**src/rtl/cgen_memory_rd_port_ctrl.sv**
```systemverilog
// Read-port controller: issues reads to one port of a multi-read memory and returns
// the results in request order through a show-ahead response FIFO sized by DEPTH.
`ifndef CGEN_LOG2
`define CGEN_LOG2(x) (((x) > 1) ? $clog2(x) : 1)
`endif

module cgen_memory_rd_port_ctrl #(
  parameter  int BITS    = 4,
  parameter  int SIZE    = 128,
  parameter  int LATENCY = 2,
  parameter  int DEPTH   = 4,
  localparam int AW      = `CGEN_LOG2(SIZE)
) (
  input  logic            clock,
  input  logic            reset_n,
  input  logic            req_valid,
  output logic            req_ready,
  input  logic [AW-1:0]   req_addr,
  output logic            rsp_valid,
  input  logic            rsp_ready,
  output logic [BITS-1:0] rsp_data,
  output logic [AW-1:0]   rd_addr,
  output logic            rd_enable,
  input  logic [BITS-1:0] rd_dout
);

  localparam int CW = $clog2(DEPTH + 1);
  localparam int PW = `CGEN_LOG2(DEPTH);
  localparam logic [CW-1:0] DEPTH_C = CW'(DEPTH);
  localparam logic [PW-1:0] LAST_P  = PW'(DEPTH - 1);

  logic [CW-1:0]      used;
  logic [CW-1:0]      used_nxt;
  logic               ready_q;
  logic [LATENCY-1:0] vld_pipe;
  logic [PW-1:0]      wr_ptr;
  logic [PW-1:0]      rd_ptr;
  logic [CW-1:0]      fifo_cnt;
  logic [CW-1:0]      fifo_cnt_nxt;
  logic [BITS-1:0]    fifo_mem [DEPTH];

  logic issue;
  logic pop;
  logic fifo_wr;

  assign issue     = req_valid && ready_q;
  assign pop       = rsp_valid && rsp_ready;
  assign fifo_wr   = vld_pipe[LATENCY-1];

  assign req_ready = ready_q;
  assign rd_enable = issue;
  assign rd_addr   = req_addr;
  assign rsp_valid = (fifo_cnt != '0);
  assign rsp_data  = fifo_mem[rd_ptr];

  function automatic logic [PW-1:0] ptr_inc(input logic [PW-1:0] p);
    return (p == LAST_P) ? '0 : p + PW'(1);
  endfunction

  // used covers in-flight reads as well as buffered words, so it alone gates issue
  always_comb begin
    used_nxt = used;
    if (issue && !pop) begin
      used_nxt = used + CW'(1);
    end else if (!issue && pop) begin
      used_nxt = used - CW'(1);
    end
  end

  always_comb begin
    fifo_cnt_nxt = fifo_cnt;
    if (fifo_wr && !pop) begin
      fifo_cnt_nxt = fifo_cnt + CW'(1);
    end else if (!fifo_wr && pop) begin
      fifo_cnt_nxt = fifo_cnt - CW'(1);
    end
  end

  always_ff @(posedge clock or negedge reset_n) begin
    if (!reset_n) begin
      used     <= '0;
      ready_q  <= 1'b0;
      vld_pipe <= '0;
      wr_ptr   <= '0;
      rd_ptr   <= '0;
      fifo_cnt <= '0;
    end else begin
      used        <= used_nxt;
      ready_q     <= (used_nxt < DEPTH_C);
      vld_pipe[0] <= issue;
      for (int i = 1; i < LATENCY; i++) begin
        vld_pipe[i] <= vld_pipe[i-1];
      end
      fifo_cnt <= fifo_cnt_nxt;
      if (fifo_wr) begin
        wr_ptr <= ptr_inc(wr_ptr);
      end
      if (pop) begin
        rd_ptr <= ptr_inc(rd_ptr);
      end
    end
  end

  // Storage is captured only behind a valid last stage; the memory drives X otherwise
  always_ff @(posedge clock) begin
    if (fifo_wr) begin
      fifo_mem[wr_ptr] <= rd_dout;
    end
  end

  always_ff @(posedge clock) begin
    if (reset_n) begin
      assert (!(fifo_wr && (fifo_cnt == DEPTH_C)))
        else $error("response FIFO written while full");
      assert (used <= DEPTH_C)
        else $error("occupancy counter exceeded DEPTH");
    end
  end

endmodule

```
**config.mk**
```make
export PLATFORM = sky130hd
export DESIGN_NAME = cgen_memory_rd_port_ctrl
export DESIGN_NICKNAME = d
export VERILOG_FILES = /design/src/rtl/cgen_memory_rd_port_ctrl.sv
export SDC_FILE = /design/constraint.sdc
export NUM_CORES = 1
export LEC_CHECK = 0
export ABC_AREA = 1
export CORE_ASPECT_RATIO = 0.7
export CORE_MARGIN = 4
export CORE_UTILIZATION = 40
export CTS_BUF_LIST = sky130_fd_sc_hd__clkbuf_4
export CTS_CLUSTER_SIZE = 24
export DETAILED_ROUTE_END_ITERATION = 10
export PLACE_DENSITY_LB_ADDON = 0.1
export SYNTH_ARGS = -nofsm -noshare
export SYNTH_HDL_FRONTEND = slang
export SYNTH_SLANG_ARGS = --single-unit
```
**constraint.sdc**
```tcl
create_clock -name clock -period 3.3 [get_ports clock]
set_clock_uncertainty 0.15 [all_clocks]
set_input_delay 0.825 -clock clock [delete_from_list [all_inputs] [get_ports clock]]
set_output_delay 0.825 -clock clock [all_outputs]
set_load 0.05 [all_outputs]
```
# After elaboration in Yosys (flattened, before gate mapping)
# Memory sizes are Yosys's and may differ from the RTL's.
# Index checks and enable logic that the tools add are counted.
[op_classes]
add_sub_neg = 6
order_cmp = 1
eq_ne = 2
mux = 8
reduce_logical = 11
[op_table]
columns = ["operator", "count"]
rows = [
  ["2-to-1 mux 3 bit", 4],
  ["adder 3 x 1 -> 3 bit (second input constant)", 2],
  ["logical AND 1 bit", 6],
  ["subtractor 3 x 1 -> 3 bit (second input constant)", 2],
  ["adder 2 x 1 -> 2 bit (second input constant)", 2],
  ["equality test 2 bit (second input constant)", 2],
  ["2-to-1 mux 2 bit", 2],
  ["logical NOT 1 bit", 3],
  ["less-than comparator 3 bit (second input constant)", 1],
  ["nonzero test 3 bit", 1],
  ["2-to-1 mux 1 bit", 2],
  ["nonzero test 2 bit", 1],
]
[totals]
ff_bits = 13
ram_bits = 16
output_inout_bits = 14
memories = 1
[mem_list]
columns = ["name", "depth", "word_bits", "rd", "rd_clocked_by_memory_dff", "write_ports", "line_no", "text"]
rows = [
  ["fifo_mem", 4, 4, 1, 0, 1, "40", "logic [BITS-1:0] fifo_mem [DEPTH];"],
]

# Depth between registers and ports, before layout
# Gate-level depths: netlist of run 1.
[logic_depth]
word_depth = 6
depth_mapped = 11
mapped_depth_nobuf = 11

# Worst setup path after synthesis of run 1
# No wires, ideal clock.
[synth_timing]
path_type = "input to output"
start = "input port req_valid"
end = "output port rd_enable"
t_arrival_ps = 1247
required_ps = 2325
slack_ps = 1078
stages = 2
n_path_buf = 0
path_cell_list = "nand2_1 -> inv_1"
[synth_via]
elab_chain_len = 1
[synth_lines]
columns = ["item", "line_no", "text"]
rows = [
  ["start, declared", "16", "input logic req_valid,"],
  ["logical AND 1 bit", "46", "assign issue = req_valid && ready_q;"],
  ["end, declared", "23", "output logic rd_enable,"],
]
# No other way between the ends.

# Worst setup path in the final report of run 1
[layout_timing]
start = "register rd_ptr[0]"
end = "output port rsp_data[3]"
[layout_via]
elab_chain_len = 1
[layout_lines]
columns = ["item", "line_no", "text"]
rows = [
  ["start, declared", "37", "logic [PW-1:0] rd_ptr;"],
  ["start signal, assigned", "99", "rd_ptr <= ptr_inc(rd_ptr);"],
  ["memory (4 x 4 bit)", "--", ""],
  ["end, declared", "21", "output logic [BITS-1:0] rsp_data,"],
]
# No other way between the ends.

==> results of run 1 <==
## cell families after synthesis
group | count (synthesis)
flip-flops | 29
adder cells (fa/ha/maj) | 11
AO/OA/AOI/OAI | 18
XOR/XNOR | 1
buffers and inverters | 35
AND/OR/NAND/NOR | 44
## layout make-up
class / instances / area (sq um)
Clock buffer: 8 / 60.1
Sequential cell: 29 / 806
Inverter: 25 / 93.8
Fill cell: 306 / 1670
Multi-Input combinational cell: 74 / 454
Tap cell: 47 / 58.8
Timing Repair Buffer: 14 / 153
## report_power, final
| part | internal (mW) | switching (mW) | leakage (nW) | total (mW) |
|---|---|---|---|---|
| logic | 0.259 | 0.423 | 0.434 | 0.682 |
| clock network | 0.109 | 0.111 | 0.0368 | 0.220 |
| registers | 0.492 | 0.117 | 0.304 | 0.608 |
## state kept, by name, indices dropped and copies added, names as in the netlist
name / cells
fifo_cnt: 3
fifo_mem: 16
vld_pipe: 2
rd_ptr: 2
req_ready: 1
wr_ptr: 2
used: 3
## path summary, 6_finish.rpt
| check | startpoint | to | slack [ns] | cells after the start |
|---|---|---|---|---|
| min in group asynchronous | reset_n | wr_ptr[1] | 0.72 | 1 |
| hold / removal | vld_pipe[0] | vld_pipe[1] | 0.20 | 0 |
| max in group asynchronous | reset_n | wr_ptr[0] | 1.90 | 1 |
| setup reg to reg | fifo_cnt[0] | fifo_cnt[2] | 1.31 | 10 |
| setup / recovery | rd_ptr[0] | rsp_data[3] | 0.20 | 4 |
| hold reg to reg | vld_pipe[0] | vld_pipe[1] | 0.20 | 0 |
## stage by stage
| stage | worst slack (ns) | cell area [sq um] | utilization, % | power, mW |
|---|---|---|---|---|
| 5_1_grt | 0.0338 | 1630 | 49.3 | 1.65 |
| 6_report | 0.202 | 1630 | 49.3 | 1.51 |
| 3_3_place_gp | 0.566 | 1560 | 47.4 | 1.29 |
| 2_1_floorplan | 1.08 | 1440 | - | 1.15 |
| 3_5_place_dp | 0.543 | 1560 | 47.4 | 1.31 |
| 4_1_cts | 0.173 | 1620 | 49.2 | 1.54 |
## worst register-to-register path: cells and delay by family (launching register included)
family	cells	cell delay [ns]
flip-flops	1	0.43
adder cells (fa/ha/maj)	2	0.57
AND/OR/NAND/NOR	7	0.66
buffers and inverters	1	0.06
## synthesized netlist by cell type (all sizes together)
master,instances
dfrtp,13
o21ai,8
ha,10
a21oi,5
edfxtp,16
fa,1
nand3b,1
o211ai,4
nand4,1
nand2,34
buf,10
inv,25
nor2,3
a21boi,1
nand3,5
xnor2,1
## per-layer routing
layer	wire length (um)	global-route usage (%)	up-vias
li1	-	-	453
met1	1110	15.2	384
met2	899	14.5	27
met3	164	5.12	8
met4	43	7.11	0
met5	0	0	-
==> summary.md, run 1 <==
| Metric | Value |
|---|---|
| Synth area leader | edfxtp_1 |
| Gp weighted congestion | 0.720 |
| Min cycle time layout | 3.10 ns |
| Initial antenna violation count | 0 |
| Bufs and invs on worst path | 1 |
| Pin count of the biggest net entering global routing | 20 |
| CP endpoint kind | output port |
| CTS Buffer Depth | 2 |
| Total track usage | 11.3% |
| Power Dens Cells | 929 mW/mm^2 |
| Synth top area share | 33.4% |
| CTS buffer count | 5 |
| Most common cell after layout, fill and taps aside | nand2_1 |
| Worst Path Arrival | 2.12 ns |
| Mux contribution to synthesized area | 0% |
| Site Rows | 17 |
| IO Port Bufs | 14 |
| Antenna Cells | 0 |
| Clk Latency, worst-skew pair | 0.32 ns |
| Critical Path RT | 2.32 ns |
| First-pass GRT wire length | 3.79 mm |
| Placed insts | 189 |
| Worst slew margin | 58.6% |
| Post-synthesis simple-gate area fraction | 12.3% |
| Pre-Repair DR Iteration Count | 4 |
| Vias in the first global route | 818 |
| Post-synthesis sequential area ratio | 56.0% |
| Clock transition at the registers of the reported paths | 0.08 ns |
| Non-filler cells, final | 197 |
| RSZ-0062 raised after global routing | false |
| Post-Synthesis Cell Area | 0.00144 sq mm |
| Startpoint Class | flop |
| # clock sinks | 29 |
| Largest family of logic cells by synthesized area | buffers and inverters |
| DRT iter0 DRCs | 37 |
| Max Fclk | 323 MHz |
| P_leak | 0.775 nW |
| Setup Fix Bufs, Post-CTS | 0 |
| Area growth syn-to-layout | 12.9% |
| DRC violations left | 0 |
| Commonest cells after routing, fill and taps aside | nand2_1 (34), inv_1 (25), edfxtp_1 (16), dfrtp_1 (13), clkdlybuf4s50_1 (12) |
| Min-Delay Path Class | flop to flop |
| CP max stage delay | 0.80 ns |
| Die Height | 58.2 um |
| Core ar. | 0.00330 sq mm |
| Via-to-Cell Ratio | 4.43 |
| Post-route ant nets | 0 |
| Ports | 29 |
| Starting density of the core | 43.7% |
| Max FO, Critical Path | 19 |
| Syn_nets | 164 |
| CTS Hold Buffers Added | 0 |
| Post-cts repair resize count | 0 |
| CTS tree | done |
| Hold_ws | 0.201 ns |
| Routed WL per cell | 11.2 um |
| Number of max-cap violations | 0 |
| DIE AREA | 0.00464 sq mm |
| Synth Register Bits | 29 |
| Final Max Tran Viols | 0 |
| Setup violators final | 0 |
| Critical path type | flop to output port |
| Root Driver | clkbuf_4 |
| Yosys cell types | 19 |
| Setup TNS | 0 ns |
| Worst path slowest cell | clkdlybuf4s50_1 |
| Fraction of layout cells with a size suffix above 1 | 8.67% |
| Final Hold Viols | 0 |
| Compound-Gate Fraction of Synth Area | 8.51% |
| DPL Wire Length | 1.72 mm |
| Area contributors post-synth | edfxtp_1 (33%), dfrtp_1 (23%), nand2_1 (8.9%) |
| VDD IR max | 0.393 mV |
| Tightest Pin Transition | 0.621 ns |
| CTS H-tree depth | 2 |
| YS warnings | 0 |
| Die span in x | 79.7 um |
| Final Cycle Share | 93.9% |
| Synth Area in Adders | 10.1% |
| Post-Syn Area per Cell | 10.4 sq um |
| Status | complete, no violations |
| Xor and xnor area share after synthesis | 0.608% |
| Layout Nets | 175 |
| Synth Instances | 138 |
| Crit-path cells | a21oi_1, o21ai_1, nand2_1, clkdlybuf4s50_1 |
| Wirelength, routed | 2.22 mm |
| Global route overflow | 0 |
| DR vias | 872 |
| Delay-heaviest family, CP | buffers and inverters |
Note: power is estimated with default switching activity, not from simulation.
==> inputs of run 2 (changes only) <==
==> constraint.sdc (replaced) <==
create_clock -name clock -period 3.4 [get_ports clock]
set_clock_uncertainty 0.15 [all_clocks]
set_input_delay 0.85 -clock clock [delete_from_list [all_inputs] [get_ports clock]]
set_output_delay 0.85 -clock clock [all_outputs]
set_load 0.05 [all_outputs]
==> summary.md, run 2 (synthesis gave the netlist of run 1 again) <==
| Metric | Value |
|---|---|
| Final Hold Viols | 0 |
| CTS Buffer Depth | 2 |
| Antenna Cells | 0 |
| IO Port Bufs | 14 |
| Combinational power share | 45.2% |
| Area growth syn-to-layout | 12.7% |
| DRC violations left | 0 |
| Post-cts repair resize count | 0 |
| Non-filler cells, final | 197 |
| Initial antenna violation count | 0 |
| Root Driver | clkbuf_4 |
| CTS tree | done |
| Clock network power share | 14.6% |
| Placed insts | 189 |
| DRT iter0 DRCs | 37 |
| Pin count of the biggest net entering global routing | 20 |
| Tightest Pin Transition | 0.621 ns |
| Max FO, Critical Path | 19 |
| VDD IR max | 0.382 mV |
| Hold_ws | 0.201 ns |
| Clock transition at the registers of the reported paths | 0.08 ns |
| Clk Latency, worst-skew pair | 0.32 ns |
| Die Height | 58.2 um |
| Most common cell after layout, fill and taps aside | nand2_1 |
| Wirelength, routed | 2.22 mm |
| Min cycle time layout | 3.12 ns |
| DR WL met3 | 164 um |
| CTS buffer count | 5 |
| Critical path type | flop to output port |
| Biggest regs | fifo_mem x16, fifo_cnt x3, used x3 |
| P_leak | 0.766 nW |
| Vias in the first global route | 818 |
| Cells on Worst Hold Path | 0 |
| Core ar. | 0.00330 sq mm |
| Min-Delay Path Class | flop to flop |
| Filler cells | 307 |
| CTS H-tree depth | 2 |
| Commonest cells after routing, fill and taps aside | nand2_1 (34), inv_1 (25), edfxtp_1 (16), dfrtp_1 (13), clkdlybuf4s50_1 (13) |
| Starting density of the core | 43.7% |
| Ports | 29 |
| P_int | 836 uW |
| CTS Hold Buffers Added | 0 |
| Setup Fix Bufs, Post-CTS | 0 |
| Fraction of layout cells with a size suffix above 1 | 8.67% |
| First-pass GRT wire length | 3.79 mm |
| Worst Path Arrival | 2.12 ns |
| Highest routed layer | met4 |
| DIE AREA | 0.00464 sq mm |
| Routed wl met2 | 898 um |
| CP endpoint kind | output port |
| Layout Nets | 175 |
| Met1 WL | 1.11 mm |
| Status | complete, no violations |
| Power Dens Cells | 904 mW/mm^2 |
| Pre-Repair DR Iteration Count | 4 |
| Setup violators final | 0 |
| Worst slew margin | 58.6% |
| RSZ-0062 raised after global routing | false |
| Switching share of power | 43.0% |
| DR vias | 872 |
| Startpoint Class | flop |
| Worst r2r path cells | 10 |
| Sequential power share | 40.2% |
| Number of max-cap violations | 0 |
| Total track usage | 11.3% |
| Die span in x | 79.7 um |
| Post-route ant nets | 0 |
| Critical Path RT | 2.40 ns |
| Largest Register | fifo_mem |
| Max Fclk | 320 MHz |
| Setup TNS | 0 ns |
| Final Max Tran Viols | 0 |
| Largest register FFs | 16 |
| Switching power | 632 uW |
| Site Rows | 17 |
| DPL Wire Length | 1.72 mm |
| Routed WL per cell | 11.3 um |
| Via-to-Cell Ratio | 4.43 |
| # clock sinks | 29 |
| Gp weighted congestion | 0.720 |
| Global route overflow | 0 |
| Final Cycle Share | 91.9% |
[run 2: changes by cell type in the layout (fill, tap and decap cells not counted), sizes merged]
| cell | delta |
|---|---|
| clkdlybuf4s50 | +1 |
| dlymetal6s2s | -1 |
[run 2: area by class of cell]
class,instances,area (sq um),area share [%]
sequential,29,806,49.7
multi-input combinational,74,454,28.0
timing repair buffer,14,150,9.25
inverter,25,93.8,5.78
clock buffer,8,60.1,3.70
tap,47,58.8,3.62
[run 2: metrics by stage]
stage	worst slack, ns	util [%]	instance area, sq um	total power, mW
floorplan	1.13	-	1440	1.12
global placement	0.641	47.4	1560	1.25
detailed placement	0.618	47.4	1560	1.27
CTS	0.248	49.2	1620	1.49
global route	0.0702	49.2	1620	1.60
finish	0.277	49.2	1620	1.47
[run 2: worst paths after layout]
path | from | endpoint | slack (ns)
max | rd_ptr[0] | rsp_data[3] | 0.28
min in group asynchronous | reset_n | wr_ptr[1] | 0.75
max reg2reg | fifo_cnt[0] | fifo_cnt[2] | 1.41
min reg2reg | vld_pipe[0] | vld_pipe[1] | 0.20
min | vld_pipe[0] | vld_pipe[1] | 0.20
max in group asynchronous | reset_n | wr_ptr[0] | 1.97
[run 2: power groups by stage]
stage | clock [mW] | sequential, mW | combinational, mW
3_5_place_dp | 0 | 0.600 | 0.674
6_report | 0.214 | 0.591 | 0.663
4_1_cts | 0.224 | 0.592 | 0.676
3_3_place_gp | 0 | 0.593 | 0.656
5_1_grt | 0.238 | 0.610 | 0.751
2_1_floorplan | 0 | 0.556 | 0.565
[run 2: metal layers]
metal	global-route usage, %	up-vias
met4	7.11	0
met2	14.5	27
met5	0	-
met1	15.2	384
li1	-	453
met3	5.12	8
[run 2: worst max-delay path, cell delays in order, from the launching register on]
cell and delay [ns]:
dfrtp_1 0.61, a21oi_1 0.23, o21ai_1 0.08, nand2_1 0.08, clkdlybuf4s50_1 0.80
